`src/rtl/eightbit_pkg.sv`:
```
// eightbit_pkg: shared types and constants for the eightbit memory side.
// Used by eightbit_ram and eightbit_ram_loader.
package eightbit_pkg;

    typedef enum logic {
        RAM_LOAD = 1'b0,
        RAM_RUN  = 1'b1
    } ram_state_t;

    localparam logic [7:0] EIGHTBIT_IO_ADDR_DEFAULT = 8'hFF;
    localparam int         EIGHTBIT_MEM_DEPTH       = 256;

endpackage

```
`src/rtl/eightbit_ram_loader.sv`:
```
// eightbit_ram_loader: LOAD/RUN sequencer, load pointer and image length.
// Accepts one byte per cycle until load_last or the 256th byte.
module eightbit_ram_loader
    import eightbit_pkg::*;
(
    input  logic       clk,
    input  logic       rst_n,
    input  logic       load_valid,
    input  logic       load_last,
    output logic       load_ready,
    output logic       load_we,
    output logic [7:0] load_addr,
    output logic       cpu_run,
    output logic [8:0] prog_len
);

    ram_state_t state;
    ram_state_t state_nxt;
    logic [7:0] ptr;

    // State register
    always_ff @(posedge clk or negedge rst_n) begin
        if (!rst_n) begin
            state <= RAM_LOAD;
        end else begin
            state <= state_nxt;
        end
    end

    // Next state and handshake outputs, all decoded from registered state
    always_comb begin
        state_nxt  = state;
        load_ready = 1'b0;
        cpu_run    = 1'b0;
        unique case (state)
            RAM_LOAD: begin
                load_ready = 1'b1;
                if (load_valid && (load_last || ptr == 8'hFF)) begin
                    state_nxt = RAM_RUN;
                end
            end
            RAM_RUN: begin
                cpu_run = 1'b1;
            end
            default: begin
                state_nxt = RAM_LOAD;
            end
        endcase
    end

    assign load_we   = load_valid & load_ready;
    assign load_addr = ptr;

    // Pointer and length advance only on accepted bytes
    always_ff @(posedge clk or negedge rst_n) begin
        if (!rst_n) begin
            ptr      <= 8'h00;
            prog_len <= 9'd0;
        end else if (load_we) begin
            ptr      <= ptr + 8'd1;
            prog_len <= prog_len + 9'd1;
        end
    end

endmodule

```
`src/rtl/eightbit_ram.sv`:
```
// eightbit_ram: 256x8 CPU RAM with byte-stream loader and one output port.
// Define EIGHTBIT_RAM_WP_EN to write-protect the loaded image region.
module eightbit_ram
    import eightbit_pkg::*;
#(
    parameter logic [7:0] IO_ADDR = EIGHTBIT_IO_ADDR_DEFAULT
) (
    input  logic       clk,
    input  logic       rst_n,
    input  logic [7:0] addr,
    input  logic [7:0] wdata,
    input  logic       we,
    output logic [7:0] rdata,
    input  logic       load_valid,
    input  logic [7:0] load_data,
    input  logic       load_last,
    output logic       load_ready,
    output logic       cpu_run,
    output logic [7:0] io_out,
    output logic       wp_err
);

    logic [7:0] mem [EIGHTBIT_MEM_DEPTH];
    logic       load_we;
    logic [7:0] load_addr;
    logic [8:0] prog_len;
    logic       cpu_we;

    eightbit_ram_loader u_loader (
        .clk        (clk),
        .rst_n      (rst_n),
        .load_valid (load_valid),
        .load_last  (load_last),
        .load_ready (load_ready),
        .load_we    (load_we),
        .load_addr  (load_addr),
        .cpu_run    (cpu_run),
        .prog_len   (prog_len)
    );

`ifdef EIGHTBIT_RAM_WP_EN
    logic wp_hit;

    assign wp_hit = cpu_run & we & ({1'b0, addr} < prog_len);
    assign cpu_we = cpu_run & we & ~wp_hit;

    // Sticky flag for any dropped write into the image region
    always_ff @(posedge clk or negedge rst_n) begin
        if (!rst_n) begin
            wp_err <= 1'b0;
        end else if (wp_hit) begin
            wp_err <= 1'b1;
        end
    end
`else
    logic unused_prog_len;

    assign unused_prog_len = ^prog_len;
    assign cpu_we          = cpu_run & we;
    assign wp_err          = 1'b0;
`endif

    // Array write port: loader owns it in LOAD, CPU in RUN
    always_ff @(posedge clk) begin
        if (load_we) begin
            mem[load_addr] <= load_data;
        end else if (cpu_we) begin
            mem[addr] <= wdata;
        end
    end

    // Output register tracks CPU writes to IO_ADDR only
    always_ff @(posedge clk or negedge rst_n) begin
        if (!rst_n) begin
            io_out <= 8'h00;
        end else if (cpu_we && addr == IO_ADDR) begin
            io_out <= wdata;
        end
    end

    assign rdata = mem[addr];

endmodule
```
`config.mk`:
```
export PLATFORM = sky130hd
export DESIGN_NAME = eightbit_ram
export DESIGN_NICKNAME = d
export VERILOG_FILES = /design/src/rtl/eightbit_pkg.sv /design/src/rtl/eightbit_ram_loader.sv /design/src/rtl/eightbit_ram.sv
export SDC_FILE = /design/constraint.sdc
export NUM_CORES = 2
export LEC_CHECK = 0
export ABC_CLOCK_PERIOD_IN_PS = 8500
export BUFFER_PORTS_ARGS = -buffer_cell sky130_fd_sc_hd__buf_2
export CAP_MARGIN = 20
export CELL_PAD_IN_SITES_DETAIL_PLACEMENT = 0
export CELL_PAD_IN_SITES_GLOBAL_PLACEMENT = 1
export CORE_MARGIN = 3
export CORE_UTILIZATION = 40
export DETAILED_ROUTE_END_ITERATION = 7
export PLACE_DENSITY_LB_ADDON = 0.1
export SLEW_MARGIN = 10
export SYNTH_ARGS = -nofsm -noshare
export SYNTH_HDL_FRONTEND = slang
export SYNTH_HIERARCHICAL = 1
export SYNTH_SLANG_ARGS = --single-unit
```
`constraint.sdc`:
```
create_clock -name clk -period 8.5 [get_ports clk]
set_input_delay 1.275 -clock clk [delete_from_list [all_inputs] [get_ports clk]]
set_output_delay 1.275 -clock clk [all_outputs]
set_load 0.01 [all_outputs]
```
# Word-level counts from Yosys, hierarchy flattened
# Memory sizes are Yosys's and may differ from the RTL's.
# Index checks and enable logic that the tools add are counted.
# totals
input_bits,29
ramBits,2048
regBits,17
n_memories,1
# memory_table
name,words,width,read_ports,rd_ports_with_merged_regs,write_ports,line,text
mem,256,8,1,0,1,eightbit_ram.sv:23,logic [7:0] mem [EIGHTBIT_MEM_DEPTH];
# op_classes
bitwise_logic,2
muxes,12
n_eq_ne,2
add_sub_neg,1
reduce_logical,4
# op_table
cell,count
equality test 8 bit (second input constant),2
two-way mux 8 bit,2
two-way mux 1 bit,10
adder 8 x 1 -> 8 bit (second input constant),1
OR reduction 8 bit,1
AND 1 bit,2
logical AND 1 bit,2
logical OR 1 bit,1

# Longest topological paths before layout
# depth
word_depth,7
ltp_mapped,11
depth_no_buf,8

# Hierarchy
# The synthesis kept the hierarchy.
# by_module_without_submodules
module,area_per_inst_um2,cells_each,instances
eightbit_ram,80369.6,3919,1
eightbit_ram_loader,832.0,65,1

# Worst setup path after synthesis
# OpenSTA, ideal clock, no wires.
# synth_timing
path_type,input to register
start,in load_valid
end,"mem mem[0][0], data pin"
arrival_time_ns,5.126
path_stages,6
t_required_ns,7.677
n_path_buf,1
setup_time_ns,0.823
setup_slack_ns,2.552
path_cell_list,nand2b_4 inv_2 nor2_1 clkbuf_1 nand2_1 nand2_1
# synth_via
elab_chain_cells,5
# synth_lines
element,line,text
start: declaration,eightbit_ram.sv:14,"input logic load_valid,"
AND 1 bit,eightbit_ram_loader.sv:51,assign load_we = load_valid & load_ready;
via load_we,eightbit_ram.sv:24,logic load_we;
two-way mux 1 bit,eightbit_ram.sv:65,if (load_we) begin
two-way mux 1 bit (implied by the code),eightbit_ram.sv:68,mem[addr] <= wdata;
OR reduction 8 bit (no source line),-,
two-way mux 8 bit (no source line),-,
end: declaration,eightbit_ram.sv:23,
# The timed path passes the listed nets, and every way through them passes these cells.

# Worst setup path in the final report
# layout_timing
start,in addr[0]
end,out rdata[3]
# layout_via
elab_chain_cells,1
# layout_lines
element,line,text
start: declaration,eightbit_ram.sv:10,"input logic [7:0] addr,"
memory (256 x 8 bit),-,
end: declaration,eightbit_ram.sv:13,"output logic [7:0] rdata,"
# No other way between the ends.

==> qor.csv <==
metric,value,unit
initial antenna violation count,4,
post-DR wirelength/cell,32.9,um
Flop pwr share,52.6,%
total of max-cap violations,0,
share of cells above drive strength 1,21.9,%
nets,4110,
Routed Antenna Nets,0,
"Min Clock Period, post-route",6.79,ns
setup tns final,0,ns
area grow syn2layout,12.5,%
Synth Instances,3952,
CTS Buffer Depth,3,
peak fanout along the critical path,59,
synthesized area,80800,um2
"Slew Viols, Final",0,
Critical Path RT,7.22,ns
clk slew on worst S/H paths,0.06,ns
TritonCTS clock tree,yes,
Residual DRC,0,
initial DRC count,3911,
gr ovfl total,0,
Final Hold Vio Count,0,
clk_lat worst skew,0.86,ns
clock sinks,2065,
total net switching power,4.85,mW
chip height,455,um
full die area,207000,um2
FILL cells,17100,
clock share of power,41.3,%
routability cong.,0.795,
kind of critical path,primary input to primary output,
fin crit share,79.9,%
drt total wl,227000,um
Starting Density,40.3,%
CTS Root Cell,clkbuf_16,
FMAX,0.147,GHz
Sw Share,22.5,%
HPWL Detailed,138000,um
via count,39300,
largest net degree at the start of global routing,198,
first-pass GRT wire length,322000,um
worst slew pin tran,1.24,ns
die width,455,um
DR pass1 iterations,5,
final setup fails,0,
status,"finished, final reports clean",
Max-slew headroom,17.4,%
Setup Buffers After CTS,0,
CP endpoint kind,primary output,
row count,164,
total track usage,22.0,%
yosys warns,6,
"Net Count, Synth",3982,
Via-to-Cell Ratio,5.69,
core area,200000,um2
Peak supply drop,221,uV
combinational fraction of design power,6.1,%
"Avg Cell Area, Syn",20.4,um2
Hold WC Path Type,primary input to asynchronous set/reset pin,
CTS H-Tree Depth,4,
internal power,16.7,mW
setup repair after global routing missed its margin,false,
Final Skew,0.0234,ns
Num CTS Buffers,216,
Port Buffers,46,
cts hold-fix bufs,0,
Worst Setup Start Kind,primary input,
vias in the first global route,40300,
CP arrival,5.52,ns
post_cts resized,0,
power density cells,237,nW/um2
Leak,28.5,nW
Util after Layout,45.4,%
I/O pin count,48,
[layer usage]
layer | wire length [um] | GRT usage, %
met1 | 101000 | 31.7
met2 | 110000 | 35.5
met3 | 10400 | 3.29
met4 | 4980 | 5.44
met5 | 0 | 0
[stage by stage]
stage	hold WS [ns]	std cells	setup WS, ns	cell area [um2]	power [mW]
floorplan	0.515	3952	2.60	80800	12.3
global placement	0.464	6513	1.47	84300	12.9
detailed placement	0.478	6516	1.70	84300	12.9
CTS	0.340	6896	1.70	90900	21.8
global route	0.377	6899	1.59	90900	22.3
finish	0.411	6905	1.71	90900	21.6
[registers in the layout (all words and copies together) (netlist names)]
register	cells
io_out	8
mem	2048
u_loader/load_addr	8
u_loader/state	1
[cells in the final DEF, fill, tap and decap left out, drive strengths merged, types with 4 or more instances in the layout]
| cell | instances |
|---|---|
| o221ai | 25 |
| clkbuf | 280 |
| o31ai | 13 |
| inv | 14 |
| a32oi | 5 |
| mux2i | 284 |
| a21oi | 65 |
| o211ai | 18 |
| mux4 | 409 |
| a2111oi | 8 |
| nand3 | 29 |
| o22a | 4 |
| o21ai | 79 |
| buf | 153 |
| xnor2 | 6 |
| mux2 | 55 |
| or4 | 4 |
| nor2 | 276 |
| nor2b | 8 |
| a31oi | 9 |
| and3 | 8 |
| nand2 | 120 |
| bufinv | 11 |
| nand2b | 5 |
| nand4 | 9 |
| o22ai | 16 |
| o21a | 11 |
| diode | 7 |
| dfrtp | 17 |
| a221oi | 56 |
| clkinvlp | 4 |
| edfxtp | 2048 |
| a211oi | 24 |
| a22oi | 54 |
| nand3b | 10 |
| clkinv | 77 |
[power by group through the flow]
stage / clock [mW] / combinational, mW / sequential [mW]
2_1_floorplan: 0 / 0.710 / 11.6
3_5_place_dp: 0 / 1.35 / 11.6
3_3_place_gp: 0 / 1.34 / 11.6
5_1_grt: 9.51 / 1.40 / 11.3
6_report: 8.91 / 1.32 / 11.3
4_1_cts: 9.09 / 1.35 / 11.3
[worst max-delay path, cell delays in order]
cell	delay (ns)
buf_8	0.61
buf_12	0.34
buf_4	0.33
mux4_2	0.56
mux2i_1	0.43
o21ai_0	0.35
a2111oi_0	0.99
o31ai_2	0.32
buf_2	0.23
[final timing paths]
path                                 from              to  slack (ns)  cells after the start
max in group asynchronous           rst_n  u_loader/state        7.68                      1
min in group clk                io_out[7]       io_out[7]        0.48                      1
min                                 rst_n       io_out[6]        0.41                      1
max                               addr[0]        rdata[3]        1.71                      9
max reg2reg                u_loader/state     mem[220][3]        3.20                      7
min reg2reg                     io_out[7]       io_out[7]        0.48                      1
[final cells by class]
cell class | count | area (um2) | share of cell area, %
antenna | 7 | 17.5 | 0.0193
tap | 2656 | 3320 | 3.66
timing repair buffer | 153 | 1370 | 1.50
inverter | 6 | 30.0 | 0.0330
clock inverter | 100 | 803 | 0.884
multi-input combinational | 1638 | 17700 | 19.5
clock buffer | 280 | 5710 | 6.28
sequential | 2065 | 61900 | 68.1
Note: power is estimated with default switching activity, not from simulation.
